--- src/rtl/logic_unit_pipe_if.sv ---
// Handshake bus of the logic unit: operand side (a/b/op/valid_i/ready_o)
// and result side (c/flags/valid_o/ready_i). The slave modport is the
// block itself; the master modport is whoever feeds and drains it.
interface logic_unit_pipe_if #(
    parameter int WIDTH = 8
);
    logic [WIDTH-1:0] a_i;
    logic [WIDTH-1:0] b_i;
    logic [2:0]       op_i;
    logic             valid_i;
    logic             ready_o;
    logic [WIDTH-1:0] c_o;
    logic             zero_o;
    logic             parity_o;
    logic             valid_o;
    logic             ready_i;

    modport master (
        output a_i, b_i, op_i, valid_i, ready_i,
        input  ready_o, c_o, zero_o, parity_o, valid_o
    );

    modport slave (
        input  a_i, b_i, op_i, valid_i, ready_i,
        output ready_o, c_o, zero_o, parity_o, valid_o
    );
endinterface

--- src/rtl/logic_unit_pipe.sv ---
// Registered WIDTH-bit bitwise logic unit with a one-entry skid buffer.
// The main register drives the outputs; the skid register catches the one
// extra result accepted while downstream stalls, so ready_o can be a flop.

// One result bit: the eight operations reduce to a per-bit truth table.
module logic_unit_lane (
    input  logic [2:0] op,
    input  logic       a,
    input  logic       b,
    output logic       c
);
    // Select the operation for this bit position
    always_comb begin
        case (op)
            3'b000:  c = a & b;
            3'b001:  c = a | b;
            3'b010:  c = a ^ b;
            3'b011:  c = ~(a & b);
            3'b100:  c = ~(a | b);
            3'b101:  c = ~(a ^ b);
            3'b110:  c = a & ~b;
            default: c = a;
        endcase
    end
endmodule

module logic_unit_pipe #(
    parameter int WIDTH = 8,
    parameter int CNT_W = 16
) (
    input  logic               clk_i,
    input  logic               rst_i,
    logic_unit_pipe_if.slave   bus,
    input  logic               clear_i,
    output logic [CNT_W-1:0]   count_o
);
    typedef struct packed {
        logic [WIDTH-1:0] c;
        logic             zero;
        logic             parity;
    } result_t;

    // EMPTY: nothing held; BUSY: main valid; FULL: main and skid valid
    typedef enum logic [1:0] {
        EMPTY = 2'd0,
        BUSY  = 2'd1,
        FULL  = 2'd2
    } state_t;

    localparam logic [CNT_W-1:0] CNT_MAX = '1;

    state_t           state;
    result_t          main_q;
    result_t          skid_q;
    result_t          new_res;
    logic             valid_q;
    logic             ready_q;
    logic [WIDTH-1:0] lane_c;
    logic             accept;
    logic             deliver;

    genvar gi;
    generate
        for (gi = 0; gi < WIDTH; gi++) begin : g_lane
            logic_unit_lane u_lane (
                .op (bus.op_i),
                .a  (bus.a_i[gi]),
                .b  (bus.b_i[gi]),
                .c  (lane_c[gi])
            );
        end
    endgenerate

    // Flags are formed alongside the result so they ride in the same register
    always_comb begin
        new_res.c      = lane_c;
        new_res.zero   = (lane_c == '0);
        new_res.parity = ^lane_c;
    end

    assign accept  = bus.valid_i & ready_q;
    assign deliver = valid_q & bus.ready_i;

    // Occupancy FSM; valid_o/ready_o are registered from the next state
    always_ff @(posedge clk_i) begin
        if (rst_i) begin
            state   <= EMPTY;
            main_q  <= '0;
            skid_q  <= '0;
            valid_q <= 1'b0;
            ready_q <= 1'b1;
        end else begin
            case (state)
                EMPTY: begin
                    if (accept) begin
                        main_q  <= new_res;
                        state   <= BUSY;
                        valid_q <= 1'b1;
                        ready_q <= 1'b1;
                    end
                end
                BUSY: begin
                    if (accept && deliver) begin
                        main_q <= new_res;
                    end else if (accept) begin
                        // Downstream stalled: park the new result, hold main
                        skid_q  <= new_res;
                        state   <= FULL;
                        ready_q <= 1'b0;
                    end else if (deliver) begin
                        state   <= EMPTY;
                        valid_q <= 1'b0;
                    end
                end
                FULL: begin
                    if (deliver) begin
                        main_q  <= skid_q;
                        state   <= BUSY;
                        ready_q <= 1'b1;
                    end
                end
                default: begin
                    state   <= EMPTY;
                    valid_q <= 1'b0;
                    ready_q <= 1'b1;
                end
            endcase
        end
    end

    // Saturating delivered-result counter; clear wins over a same-cycle deliver
    always_ff @(posedge clk_i) begin
        if (rst_i || clear_i) begin
            count_o <= '0;
        end else if (deliver && (count_o != CNT_MAX)) begin
            count_o <= count_o + 1'b1;
        end
    end

    assign bus.c_o      = main_q.c;
    assign bus.zero_o   = main_q.zero;
    assign bus.parity_o = main_q.parity;
    assign bus.valid_o  = valid_q;
    assign bus.ready_o  = ready_q;
endmodule
--- src/flat_wrapper.sv ---
// flat-port wrapper written by rule: the top's interface ports become plain ports
module logic_unit_pipe_flat 
#(
    parameter int WIDTH = 8,
    parameter int CNT_W = 16
)
  (clk_i, rst_i, clear_i, count_o, bus_a_i, bus_b_i, bus_op_i, bus_valid_i, bus_ready_i, bus_ready_o, bus_c_o, bus_zero_o, bus_parity_o, bus_valid_o);
  logic_unit_pipe_if #(.WIDTH(WIDTH)) bus_i ();
  input  logic clk_i;
  input  logic rst_i;
  input  logic clear_i;
  output logic [CNT_W-1:0] count_o;
  input wire logic [$bits(bus_i.a_i)-1:0] bus_a_i;
  input wire logic [$bits(bus_i.b_i)-1:0] bus_b_i;
  input wire logic [$bits(bus_i.op_i)-1:0] bus_op_i;
  input wire logic [$bits(bus_i.valid_i)-1:0] bus_valid_i;
  input wire logic [$bits(bus_i.ready_i)-1:0] bus_ready_i;
  output wire logic [$bits(bus_i.ready_o)-1:0] bus_ready_o;
  output wire logic [$bits(bus_i.c_o)-1:0] bus_c_o;
  output wire logic [$bits(bus_i.zero_o)-1:0] bus_zero_o;
  output wire logic [$bits(bus_i.parity_o)-1:0] bus_parity_o;
  output wire logic [$bits(bus_i.valid_o)-1:0] bus_valid_o;
  assign bus_i.a_i = bus_a_i;
  assign bus_i.b_i = bus_b_i;
  assign bus_i.op_i = bus_op_i;
  assign bus_i.valid_i = bus_valid_i;
  assign bus_i.ready_i = bus_ready_i;
  assign bus_ready_o = bus_i.ready_o;
  assign bus_c_o = bus_i.c_o;
  assign bus_zero_o = bus_i.zero_o;
  assign bus_parity_o = bus_i.parity_o;
  assign bus_valid_o = bus_i.valid_o;
  logic_unit_pipe #(.WIDTH(WIDTH), .CNT_W(CNT_W)) u_core (.clk_i(clk_i), .rst_i(rst_i), .bus(bus_i), .clear_i(clear_i), .count_o(count_o));
endmodule
--- config.mk ---
export PLATFORM = sky130hd
export DESIGN_NAME = logic_unit_pipe_flat
export DESIGN_NICKNAME = d
export VERILOG_FILES = /design/src/rtl/logic_unit_pipe_if.sv /design/src/rtl/logic_unit_pipe.sv /design/src/flat_wrapper.sv
export SDC_FILE = /design/constraint.sdc
export NUM_CORES = 1
export LEC_CHECK = 0
export ABC_AREA = 1
export CAP_MARGIN = 20
export CORE_MARGIN = 2
export CORE_UTILIZATION = 55
export DETAILED_ROUTE_END_ITERATION = 7
export PLACE_DENSITY = 0.79
export SLEW_MARGIN = 0
export SYNTH_ARGS = -nofsm -noshare
export SYNTH_HDL_FRONTEND = slang
export SYNTH_SLANG_ARGS = --single-unit
--- constraint.sdc ---
create_clock -name clk_i -period 5.3 [get_ports clk_i]
set_input_delay 1.59 -clock clk_i [delete_from_list [all_inputs] [get_ports clk_i]]
set_output_delay 1.59 -clock clk_i [all_outputs]
set_load 0.01 [all_outputs]
==> results.json <==
{
  "status": "completed",
  "grtUsageTotal_pct": 26.11,
  "setup_ws_ns": 1.264,
  "netlist_instances": 493,
  "ys_warn_count": 0,
  "r2r_cells": 6,
  "diodes": 0,
  "rsz0062_at_grt": "false",
  "crit_fanout": 26,
  "hold_viol": 0,
  "cp-start-kind": "input pin",
  "worstReg2RegEnd": "u_core.bus.c_o[3]",
  "drtIter0Drc": 182,
  "yosysTopAreaCell": "dfxtp_1",
  "antenna_left": 0,
  "drive_above_1_share_pct": 8.209,
  "maxSlewHeadroom_pct": 37.50,
  "synth_common_cells": "nand2_1 (109), inv_1 (58), nor2_1 (53)",
  "cts_tree": "done",
  "ys_types": 34,
  "ys_ff_latch": 40,
  "clockBufferDepth": 2,
  "grt_pass1_wl_um": 13520,
  "die_x_um": 80.45,
  "synthesis.nets": 546,
  "yosysMostFrequentCell": "nand2_1",
  "placed_cell_area_um2": 3724,
  "min_to": "u_core.bus.valid_o",
  "critPathKind": "in -> reg",
  "multiInputGateArea_um2": 2056,
  "slew_viol_final": 0,
  "io_buffer_count": 51,
  "nFillCells": 510,
  "drt_pass1_iterations": 4,
  "use_met2_pct": 44.25,
  "use_met1_pct": 34.37,
  "crit_slowest_cell": "clkdlybuf4s50_1",
  "clock-sinks": 40,
  "hpwl_um": 5901,
  "synth.avg_cell_area_um2": 6.520,
  "clk_latency_ns": 0.29,
  "hold_path_depth": 2,
  "register_area_um2": 800.8,
  "ir_drop_mv": 0.1885,
  "wl_um": 7882,
  "synth_top_flop_cell": "dfxtp_1",
  "nets": 588,
  "num_rows": 27,
  "vias": 3271,
  "p_leak_nw": 1.741,
  "cts_made_buffers": 5,
  "path_cells": "clkdlybuf4s50_1 -> buf_4 -> inv_2 -> nor2_4 -> inv_2 -> nand2_1 -> nor2_1 -> a21boi_1 -> inv_1 -> ha_1 -> xnor2_1 -> xnor2_1 -> nand2b_1 -> a21oi_1",
  "grt.met3_usage_pct": 3.933,
  "cts_resized": 0,
  "worst_pin_slew_ns": 0.9341,
  "clk_pin_slew_ns": 0.08,
  "die_height_um": 80.45,
  "critPathCaptureType": "register",
  "vias_per_cell": 5.380,
  "dieArea_um2": 6471,
  "max_freq_ghz": 0.2477,
  "period_share_pct": 76.16,
  "antenna_found_initial": 0,
  "stdcell_area_um2": 3816,
  "cp.arrival_ns": 4.22,
  "netlist.area_leader.share_pct": 24.91,
  "synth_edf_count": 0,
  "regToRegSetupSlack_ns": 2.85,
  "grt-busiest-layer": "met2",
  "hp-start": "u_core.bus.valid_o",
  "syn2layout_area_growth_pct": 18.72,
  "ioPinCount": 52,
  "grt_pass1_vias": 3029,
  "drv_cap": 0,
  "hp-class": "reg -> reg",
  "powerDensity_nw_per_um2": 214.3,
  "crit_required_ns": 5.48,
  "setup-tns-final_ns": 0,
  "avgRoutedWirePerCell_um": 12.96,
  "coreArea_um2": 5574,
  "grt_overflow": 0,
  "skew_ns": 0.003603,
  "hold_buffers": 0,
  "crit_buf_inv": 5,
  "syn_area_um2": 3214,
  "synth_sequential_area_ratio_pct": 24.91,
  "post_cts_buffers": 0,
  "dp_slack_ns": 0.9753,
  "min_period_ns": 4.037,
  "synth_area_leaders": "dfxtp_1 (25%), nand2_1 (13%), ha_1 (11%), nand3_1 (7.6%), inv_1 (6.8%)",
  "grt_max_degree": 27,
  "cts-root-buf": "clkbuf_8",
  "synthArstFlopShare_pct": 0,
  "max_stage_delay_ns": 0.45,
  "drc": 0,
  "r2r_start": "u_core.state[1]",
  "start_util_pct": 57.67,
  "cp_top_family": "buffers and inverters",
  "htreeDepth": 2,
  "gp_congestion": 0.8780,
  "setup_viol": 0
}
[state kept, by name, summed over array words and instances, names as in the netlist]
register             cells
u_core.bus.zero_o        1
u_core.bus.ready_o       1
u_core.bus.parity_o      1
u_core.skid_q           10
u_core.state             2
u_core.bus.c_o           8
u_core.bus.valid_o       1
u_core.count_o          16
[final cells by class]
type                    instances  area share [%]
clock buffers                   6           2.164
clock inverters                 2          0.2623
inverters                      67           6.590
multi-input cells             368           53.87
flip-flops and latches         40           20.98
well taps                      72           2.361
repair buffers                 53           13.77
[layout by cell type (no fill, tap or decap)]
master	instances
buf_4	2
nand2b_1	1
dfxtp_1	40
nand4_1	19
o22ai_1	1
a21oi_1	34
o211ai_1	1
clkdlybuf4s50_1	51
nor2_4	3
nor3_1	1
o21ai_0	28
clkinv_1	1
and3_1	1
a21boi_1	3
nor2_2	4
xor2_1	3
nand2_4	1
nand2_2	7
nand4_4	1
nor3_4	1
clkinv_2	2
nor2_1	53
clkbuf_8	6
a21boi_2	2
a21oi_2	6
xnor2_1	9
nand2_1	109
inv_1	58
o21ai_1	1
nor2_8	1
ha_1	29
inv_2	8
nand3_1	49
[worst max-delay path by stage]
stage	start	end	slack, ns	cells past startpoint
finish	bus_op_i[2]	u_core.bus.parity_o	1.26	14
global route	bus_op_i[2]	u_core.bus.parity_o	1.08	14
CTS	bus_op_i[2]	u_core.bus.parity_o	1.25	14
detailed placement	bus_op_i[2]	u_core.bus.parity_o	0.98	14
global placement	bus_op_i[2]	u_core.bus.parity_o	1.10	14
floorplan	bus_op_i[2]	u_core.bus.parity_o	1.95	13
[through the flow]
step	instances	hold WS [ns]	power, W	util, %
finish	608	0.4955	0.0008177	68.46
global route	608	0.5288	0.0008682	68.46
CTS	608	0.5003	0.0008198	68.46
detailed placement	600	0.4890	0.0006094	66.80
global placement	600	0.4822	0.0006030	66.80
floorplan	493	0.4921	0.0005194	-
[tightest hold or removal path, delay by kind of cell (launching register included)]
family          cells  cell delay [ns]
flops               1             0.32
compound gates      2             0.13
[cells by family (layout without fill, tap and decap cells)]
family	count (synthesis)	in the layout	share of synthesized area, %
AOI/OAI and AO/OA	76	76	13.27
xor gates and xnor gates	12	12	3.270
and+or+nand+nor	251	251	36.12
adders and majority gates	29	29	11.29
buffers and inverters	85	128	11.13
DFF	40	40	24.91
[where the power goes]
part           switching, W  total [W]  internal [W]
Clock              0.000109   0.000213      0.000104
Combinational      0.000151   0.000264      0.000112
Sequential        0.0000152   0.000342      0.000326
Total              0.000275   0.000818      0.000542
[per-layer routing]
layer	share of wire [%]	vias to the layer above
met5	0	-
met4	1.8	0
met3	4.7	15
met2	48	104
met1	46	1475
li1	-	1677
Note: power is estimated with default switching activity, not from simulation.
